[config.mk]
export PLATFORM = sky130hd
export DESIGN_NAME = tt800_seeder
export DESIGN_NICKNAME = d
export VERILOG_FILES = /design/src/rtl/tt800_pkg.sv /design/src/rtl/tt800_seeder_lcg32_step.sv /design/src/rtl/tt800_seeder.sv
export SDC_FILE = /design/constraint.sdc
export NUM_CORES = 1
export LEC_CHECK = 0
export ABC_AREA = 1
export BUFFER_PORTS_ARGS = -buffer_cell sky130_fd_sc_hd__buf_2
export CELL_PAD_IN_SITES_DETAIL_PLACEMENT = 1
export CELL_PAD_IN_SITES_GLOBAL_PLACEMENT = 2
export CORE_ASPECT_RATIO = 1.5
export CORE_MARGIN = 2
export CORE_UTILIZATION = 42
export CTS_CLUSTER_DIAMETER = 80
export DETAILED_ROUTE_END_ITERATION = 12
export GPL_ROUTABILITY_DRIVEN = 1
export PLACE_DENSITY_LB_ADDON = 0.1
export REMOVE_ABC_BUFFERS = 1
export SETUP_SLACK_MARGIN = 0.02
export SYNTH_ARGS = -nofsm -noshare
export SYNTH_HDL_FRONTEND = slang
export SYNTH_HIERARCHICAL = 1
export SYNTH_SLANG_ARGS = --single-unit
[constraint.sdc]
create_clock -name clk -period 11.3 [get_ports clk]
set_input_delay 1.13 -clock clk [delete_from_list [all_inputs] [get_ports clk]]
set_output_delay 1.13 -clock clk [all_outputs]
set_load 0.01 [all_outputs]
[src/rtl/tt800_pkg.sv]
// Shared definitions for the TT800 seeding path: FSM states and default
// seeding constants.
package tt800_pkg;

  typedef enum logic [1:0] {
    S_IDLE = 2'd0,
    S_LOAD = 2'd1,
    S_WARM = 2'd2,
    S_RUN  = 2'd3
  } state_e;

  localparam int          TT800_WORDS = 25;  // 18 + 7 state words
  localparam int          WARMUP_DEF  = 64;
  localparam logic [31:0] LCG_A_DEF   = 32'd69069;
  localparam logic [31:0] LCG_C_DEF   = 32'd1;

endpackage

[src/rtl/tt800_seeder_lcg32_step.sv]
// One combinational LCG step, y = A*x + C mod 2^32. Kept separate so the
// multiplier can be pipelined or timing-constrained on its own.
module lcg32_step #(
  parameter logic [31:0] A = 32'd69069,
  parameter logic [31:0] C = 32'd1
) (
  input  logic [31:0] i_x,
  output logic [31:0] o_y
);

  // 32-bit context keeps only the low half of the product
  assign o_y = A * i_x + C;

endmodule

[src/rtl/tt800_seeder.sv]
// Seeds the TT800 generator: expands one seed into NWORDS LCG words shifted
// in with init=1, runs WARMUP discard cycles, then hands en to the consumer.
module tt800_seeder
  import tt800_pkg::*;
#(
  parameter int          NWORDS = TT800_WORDS,
  parameter int          WARMUP = WARMUP_DEF,
  parameter logic [31:0] LCG_A  = LCG_A_DEF,
  parameter logic [31:0] LCG_C  = LCG_C_DEF
) (
  input  logic        clk,
  input  logic        rst_n,
  input  logic        start,
  input  logic [31:0] seed,
  input  logic        gen_en,
  output logic        prng_en,
  output logic        prng_init,
  output logic [31:0] prng_initv,
  output logic        busy,
  output logic        ready
);

  localparam int MAXC = (NWORDS > WARMUP) ? NWORDS : WARMUP;
  localparam int CW   = $clog2(MAXC + 1);
  localparam logic [CW-1:0] LAST_LD = CW'(NWORDS - 1);
  localparam logic [CW-1:0] LAST_WM = CW'((WARMUP > 0) ? WARMUP - 1 : 0);

  state_e          r_state, w_state_nx;
  logic [31:0]     r_word, w_word_nx, w_lcg;
  logic [CW-1:0]   r_count, w_count_nx;

  lcg32_step #(.A(LCG_A), .C(LCG_C)) u_lcg (
    .i_x (r_word),
    .o_y (w_lcg)
  );

  always_ff @(posedge clk or negedge rst_n) begin
    if (!rst_n) begin
      r_state <= S_IDLE;
      r_word  <= '0;
      r_count <= '0;
    end else begin
      r_state <= w_state_nx;
      r_word  <= w_word_nx;
      r_count <= w_count_nx;
    end
  end

  always_comb begin
    w_state_nx = r_state;
    w_word_nx  = r_word;
    w_count_nx = r_count;
    unique case (r_state)
      S_IDLE, S_RUN: begin
        if (start) begin
          w_state_nx = S_LOAD;
          w_word_nx  = seed;
          w_count_nx = '0;
        end
      end
      S_LOAD: begin
        w_word_nx  = w_lcg;
        w_count_nx = r_count + CW'(1);
        if (r_count == LAST_LD) begin
          w_count_nx = '0;
          w_state_nx = (WARMUP > 0) ? S_WARM : S_RUN;
        end
      end
      S_WARM: begin
        w_count_nx = r_count + CW'(1);
        if (r_count == LAST_WM) begin
          w_count_nx = '0;
          w_state_nx = S_RUN;
        end
      end
      default: w_state_nx = S_IDLE;
    endcase
  end

  // gen_en passes straight through in RUN, even on a cycle where start wins
  assign busy       = (r_state == S_LOAD) || (r_state == S_WARM);
  assign ready      = (r_state == S_RUN);
  assign prng_init  = (r_state == S_LOAD);
  assign prng_en    = busy || (ready && gen_en);
  assign prng_initv = r_word;

endmodule

# After elaboration in Yosys (flattened, before gate mapping)
# Index checks and enable logic that the tools add are counted.
# W data, S select, Z words.
[word_totals]
output_inout_bits = 36
in_bits = 36
mem_bits_rw = 0
latch_bits = 0
memories = 0
elab_cells = 32
ff_bits = 41
romBits = 0
[op_classes]
n_shift = 0
n_div = 0
order_cmp = 0
reduce_logical = 8
n_bitwise = 0
mul = 1
n_eq_ne = 8
addsub = 2
n_mux = 10
[ops]
columns = ["operator", "n"]
rows = [
  ["$pmux W32 S2", 1],
  ["$add A32 B1 Y32 const B", 1],
  ["$mul A17 B32 Y32 const A", 1],
  ["$mux W32", 1],
  ["$mux W7", 3],
  ["$pmux W7 S3", 1],
  ["$add A7 B1 Y7 const B", 1],
  ["$eq A7 B5 Y1 const B", 1],
  ["$eq A7 B6 Y1 const B", 1],
  ["$mux W2", 3],
  ["$pmux W2 S3", 1],
  ["$eq A2 B2 Y1 const B", 2],
  ["$ne A2 B2 Y1 const B", 2],
  ["$reduce_and A3 Y1", 1],
  ["$eq A2 B1 Y1 const B", 1],
  ["$logic_not A2 Y1", 1],
  ["$logic_or A1 B1 Y1", 2],
  ["$ne A2 B1 Y1 const B", 1],
  ["$reduce_and A2 Y1", 1],
  ["$reduce_bool A2 Y1", 1],
  ["$reduce_or A2 Y1", 1],
  ["$logic_and A1 B1 Y1", 1],
]

# Longest topological paths before layout
[logic_depth]
word_depth = 4
mapped_depth = 26
ltp_nobuf = 26

# Modules after synthesis
# The synthesis kept the hierarchy.
[by_module_without_submodules]
columns = ["mod", "cells_each", "seq_area_each_um2", "area_per_inst_um2", "instances"]
rows = [
  ["lcg32_step", 963, 0.0, 7830.0, 1],
  ["tt800_seeder", 229, 1026.0, 2227.1, 1],
]

# Worst setup path after synthesis
# No wires, ideal clock.
[synth_path]
path_kind = "reg-to-reg"
from = "reg r_word[7] (netlist: prng_initv[7])"
to = "reg r_word[31] (netlist: prng_initv[31])"
slack_ns = 6.364
required_time_ns = 11.175
arrival_ns = 4.811
setup_ns = 0.125
n_path_buf = 0
synth_period_minus_slack_ns = 4.936
path_stages_with_launch = 24
path_cell_list = "dfrtp_1 ha_1 fa_1 inv_1 fa_1 inv_1 fa_1 fa_1 inv_1 fa_1 inv_1 ha_1 nand2_1 inv_1 a21oi_1 nand2_1 nor2_2 nor2_1 nor2_1 inv_1 nand2_1 nand2_1 mux2i_1 a21oi_1"
[synth_via]
elab_chain_cells = 3
[synth_lines]
columns = ["item", "line", "source"]
rows = [
  ["start: declaration", "tt800_seeder.sv:29", "logic [31:0] r_word, w_word_nx, w_lcg;"],
  ["start signal: assignment", "tt800_seeder.sv:44", "r_word <= w_word_nx;"],
  ["$mul A17 B32 Y32", "tt800_seeder_lcg32_step.sv:12", "assign o_y = A * i_x + C;"],
  ["$add A32 B1 Y32", "tt800_seeder_lcg32_step.sv:12", ""],
  ["net w_lcg[31]", "tt800_seeder.sv:29", ""],
  ["$pmux W32 S2", "tt800_seeder.sv:53", "unique case (r_state)"],
]
# The timed path passes the listed nets, and every way through them passes these cells.
# A chain may end at the register's enable or synchronous reset.

# Final worst setup path
[layout_path]
from = "reg r_word[11] (netlist: prng_initv[11])"
to = "reg r_word[22] (netlist: prng_initv[22])"
# The elaborated chain is that of the path after synthesis.

==> impl_metrics.env <==
export IMPL_insertion_delay_ns=0.32
export IMPL_ys_seq_area_frac=0.102
export IMPL_drive_gt1_frac=0.106
export IMPL_worstPathCellList="ha_1 -> fa_1 -> inv_1 -> fa_1 -> inv_1 -> fa_1 -> fa_1 -> inv_1 -> fa_1 -> inv_1 -> ha_1 -> nand2_1 -> inv_2 -> nand3_1 -> nor2_1 -> nand4_1 -> nand3b_1 -> xor2_1 -> mux2i_1 -> a21oi_1"
export IMPL_tns_ns=0
export IMPL_cp_slowest_cell="dfrtp_1"
export IMPL_cp_required_ns=11.55
export IMPL_antenna_found_initial=0
export IMPL_cts_path_max_buffers=2
export IMPL_via_per_inst=4.94
export IMPL_r2r_slack_ns=5.47
export IMPL_diodes=0
export IMPL_drc=0
export IMPL_worst_slew_pin_slew_ns=1.20
export IMPL_via_count=7808
export IMPL_yosys_warnings=6
export IMPL_yosys_top_cells_area="fa_1, ha_1, inv_1"
export IMPL_post_cts_resized=0
export IMPL_async_flop_share=1.00
export IMPL_synthSimpleGateAreaFrac=0.145
export IMPL_cp_common_cell="fa_1"
export IMPL_core_area_sq_um=23700
export IMPL_hold_viol=0
export IMPL_synthAdderAreaFrac=0.506
export IMPL_max_slew_margin_rel=0.202
export IMPL_dieArea_sq_um=25200
export IMPL_slew_violations=0
export IMPL_grt_max_degree=65
export IMPL_setup_violations=0
export IMPL_path_buf_inv=5
export IMPL_startpoint_type="register"
export IMPL_status="completed"
export IMPL_maxCapViolCount=0
export IMPL_synth_xor_area_frac=0.0244
export IMPL_seq_area_sq_um=1030
export IMPL_start_util=0.425
export IMPL_synthFlopType="dfrtp_1"
export IMPL_synth_cell_area_sq_um=10100
export IMPL_grtUsageTotal=0.271
export IMPL_drtPass1Iterations=4
export IMPL_synth_top_family_by_area="adder cells"
export IMPL_worst_path_largest_cell_delay_ns=0.70
export IMPL_synth_cell_types=32
export IMPL_cts_sinks=41
export IMPL_synth_compound_area_frac=0.0596
export IMPL_syn_area_per_cell_sq_um=8.44
export IMPL_path_delay_family="adder cells"
export IMPL_critPathCaptureType="register"
export IMPL_clk_pin_slew_ns=0.07
export IMPL_path_class="reg2reg"
export IMPL_htreeDepth=2
export IMPL_place_hpwl_um=27800
export IMPL_die_w_um=130
export IMPL_final_common_cell="inv_1"
export IMPL_hold_class="reg2reg"
export IMPL_die_h_um=194
export IMPL_synth_seq_cells=41
export IMPL_post_cts_buffers=0
export IMPL_drt_total_wl_um=31900
export IMPL_place_congestion=0.939
export IMPL_max_freq_mhz=171
export IMPL_root_buffer="clkbuf_16"
export IMPL_cts_tree="yes"
export IMPL_crit_cells=20
export IMPL_clock_skew_ns=0.00987
export IMPL_num_rows=69
export IMPL_initialDrtViolationCount=212
export IMPL_path_max_fanout=9
export IMPL_overflow=0
export IMPL_holdPathStages=2
export IMPL_syn_inst=1192
export IMPL_synth_area_mux_share=0.0318
export IMPL_syn2layout_area_growth_pct=8.41
export IMPL_route_antenna_remaining_nets=0
export IMPL_arrival_ns=6.08
export IMPL_yosysTopAreaCellShare=0.289
export IMPL_final_cell_mix="inv_1, nand2_1, ha_1"
export IMPL_io_pins=72
export IMPL_fillers=2938
export IMPL_port_buffers=71
export IMPL_grt_pass1_wl_um=50200
export IMPL_fin_crit_sh=0.516
export IMPL_min_period_ns=5.83
export IMPL_cts_hold_buf=0
export IMPL_yosys_area_top_type="fa_1"
export IMPL_grt_pass1_vias=9072
export IMPL_post_drt_wl_per_cell_um=20.2
export IMPL_cts_buffers=5
export IMPL_reg2reg_depth=20
export IMPL_rsz0062_at_grt="no"
export IMPL_synth_edf_count=0
export IMPL_nets=1618
export IMPL_multiInputGateArea_sq_um=7710
cell usage after synthesis, drive strengths merged, types with 5 or more instances:
cell	n
a21o	5
a21oi	64
buf	10
dfrtp	41
fa	145
ha	175
inv	327
mux2i	32
nand2	189
nand3	51
nand4	8
nor2	82
nor3	5
o21ai	18
xnor2	6
xor2	22
path summary, 6_finish.rpt:
kind,end,startpoint
max in group asynchronous,prng_initv[9]$_DFFE_PN0P_,rst_n
setup reg to reg,prng_initv[22]$_DFFE_PN0P_,prng_initv[11]$_DFFE_PN0P_
setup / recovery,prng_initv[22]$_DFFE_PN0P_,prng_initv[11]$_DFFE_PN0P_
hold reg to reg,r_state[1]$_DFFE_PN0P_,r_state[1]$_DFFE_PN0P_
min in group asynchronous,prng_initv[30]$_DFFE_PN0P_,rst_n
hold / removal,r_state[1]$_DFFE_PN0P_,r_state[1]$_DFFE_PN0P_
worst register-to-register path: stages, from the launching register on:
cell and delay (ns):
dfrtp_1 0.70, ha_1 0.39, fa_1 0.53, inv_1 0.07, fa_1 0.51, inv_1 0.06, fa_1 0.48, fa_1 0.54
inv_1 0.05, fa_1 0.53, inv_1 0.06, ha_1 0.43, nand2_1 0.13, inv_2 0.08, nand3_1 0.11, nor2_1 0.27
nand4_1 0.15, nand3b_1 0.14, xor2_1 0.26, mux2i_1 0.12, a21oi_1 0.15
state kept, by name, indices dropped and copies added, names as in the netlist:
register and flops:
r_state 2, r_count 7, prng_initv 32
kinds of logic (layout without fill, tap and decap cells):
group,after synthesis,count (layout)
AO/OA/AOI/OAI,93,93
XOR/XNOR,28,28
flip-flops,41,41
buffers and inverters,337,408
AND/OR/NAND/NOR,341,341
multiplexers,32,32
adder cells (fa/ha/maj),320,320
metal layers:
layer  GRT usage  vias to the layer above  share of wire
li1            -                     3776              -
met1       0.294                     3837           0.38
met2       0.516                      132           0.55
met3      0.0246                       63          0.020
met4       0.128                        0          0.054
met5           0                        -              0
metrics by stage:
| stage | setup WS [ns] | util | cells | cell area [sq um] | hold WS (ns) |
|---|---|---|---|---|---|
| 3_5_place_dp | 5.46 | 0.454 | 1574 | 10700 | 0.523 |
| 5_1_grt | 5.13 | 0.461 | 1582 | 10900 | 0.554 |
| 2_1_floorplan | 6.32 | - | 1182 | 9970 | 0.487 |
| 3_3_place_gp | 5.40 | 0.454 | 1574 | 10700 | 0.526 |
| 6_report | 5.47 | 0.461 | 1582 | 10900 | 0.531 |
| 4_1_cts | 5.41 | 0.461 | 1582 | 10900 | 0.540 |
area by class of cell:
cell class	count	area share
multi-input combinational	814	0.707
clock inverter	1	0.000803
clock buffer	7	0.0140
inverter	327	0.113
tap	319	0.0366
sequential	41	0.0941
timing repair buffer	73	0.0340
Power is not shown: default switching activity piles up to over one toggle a cycle in this logic, so the estimate is an artifact.
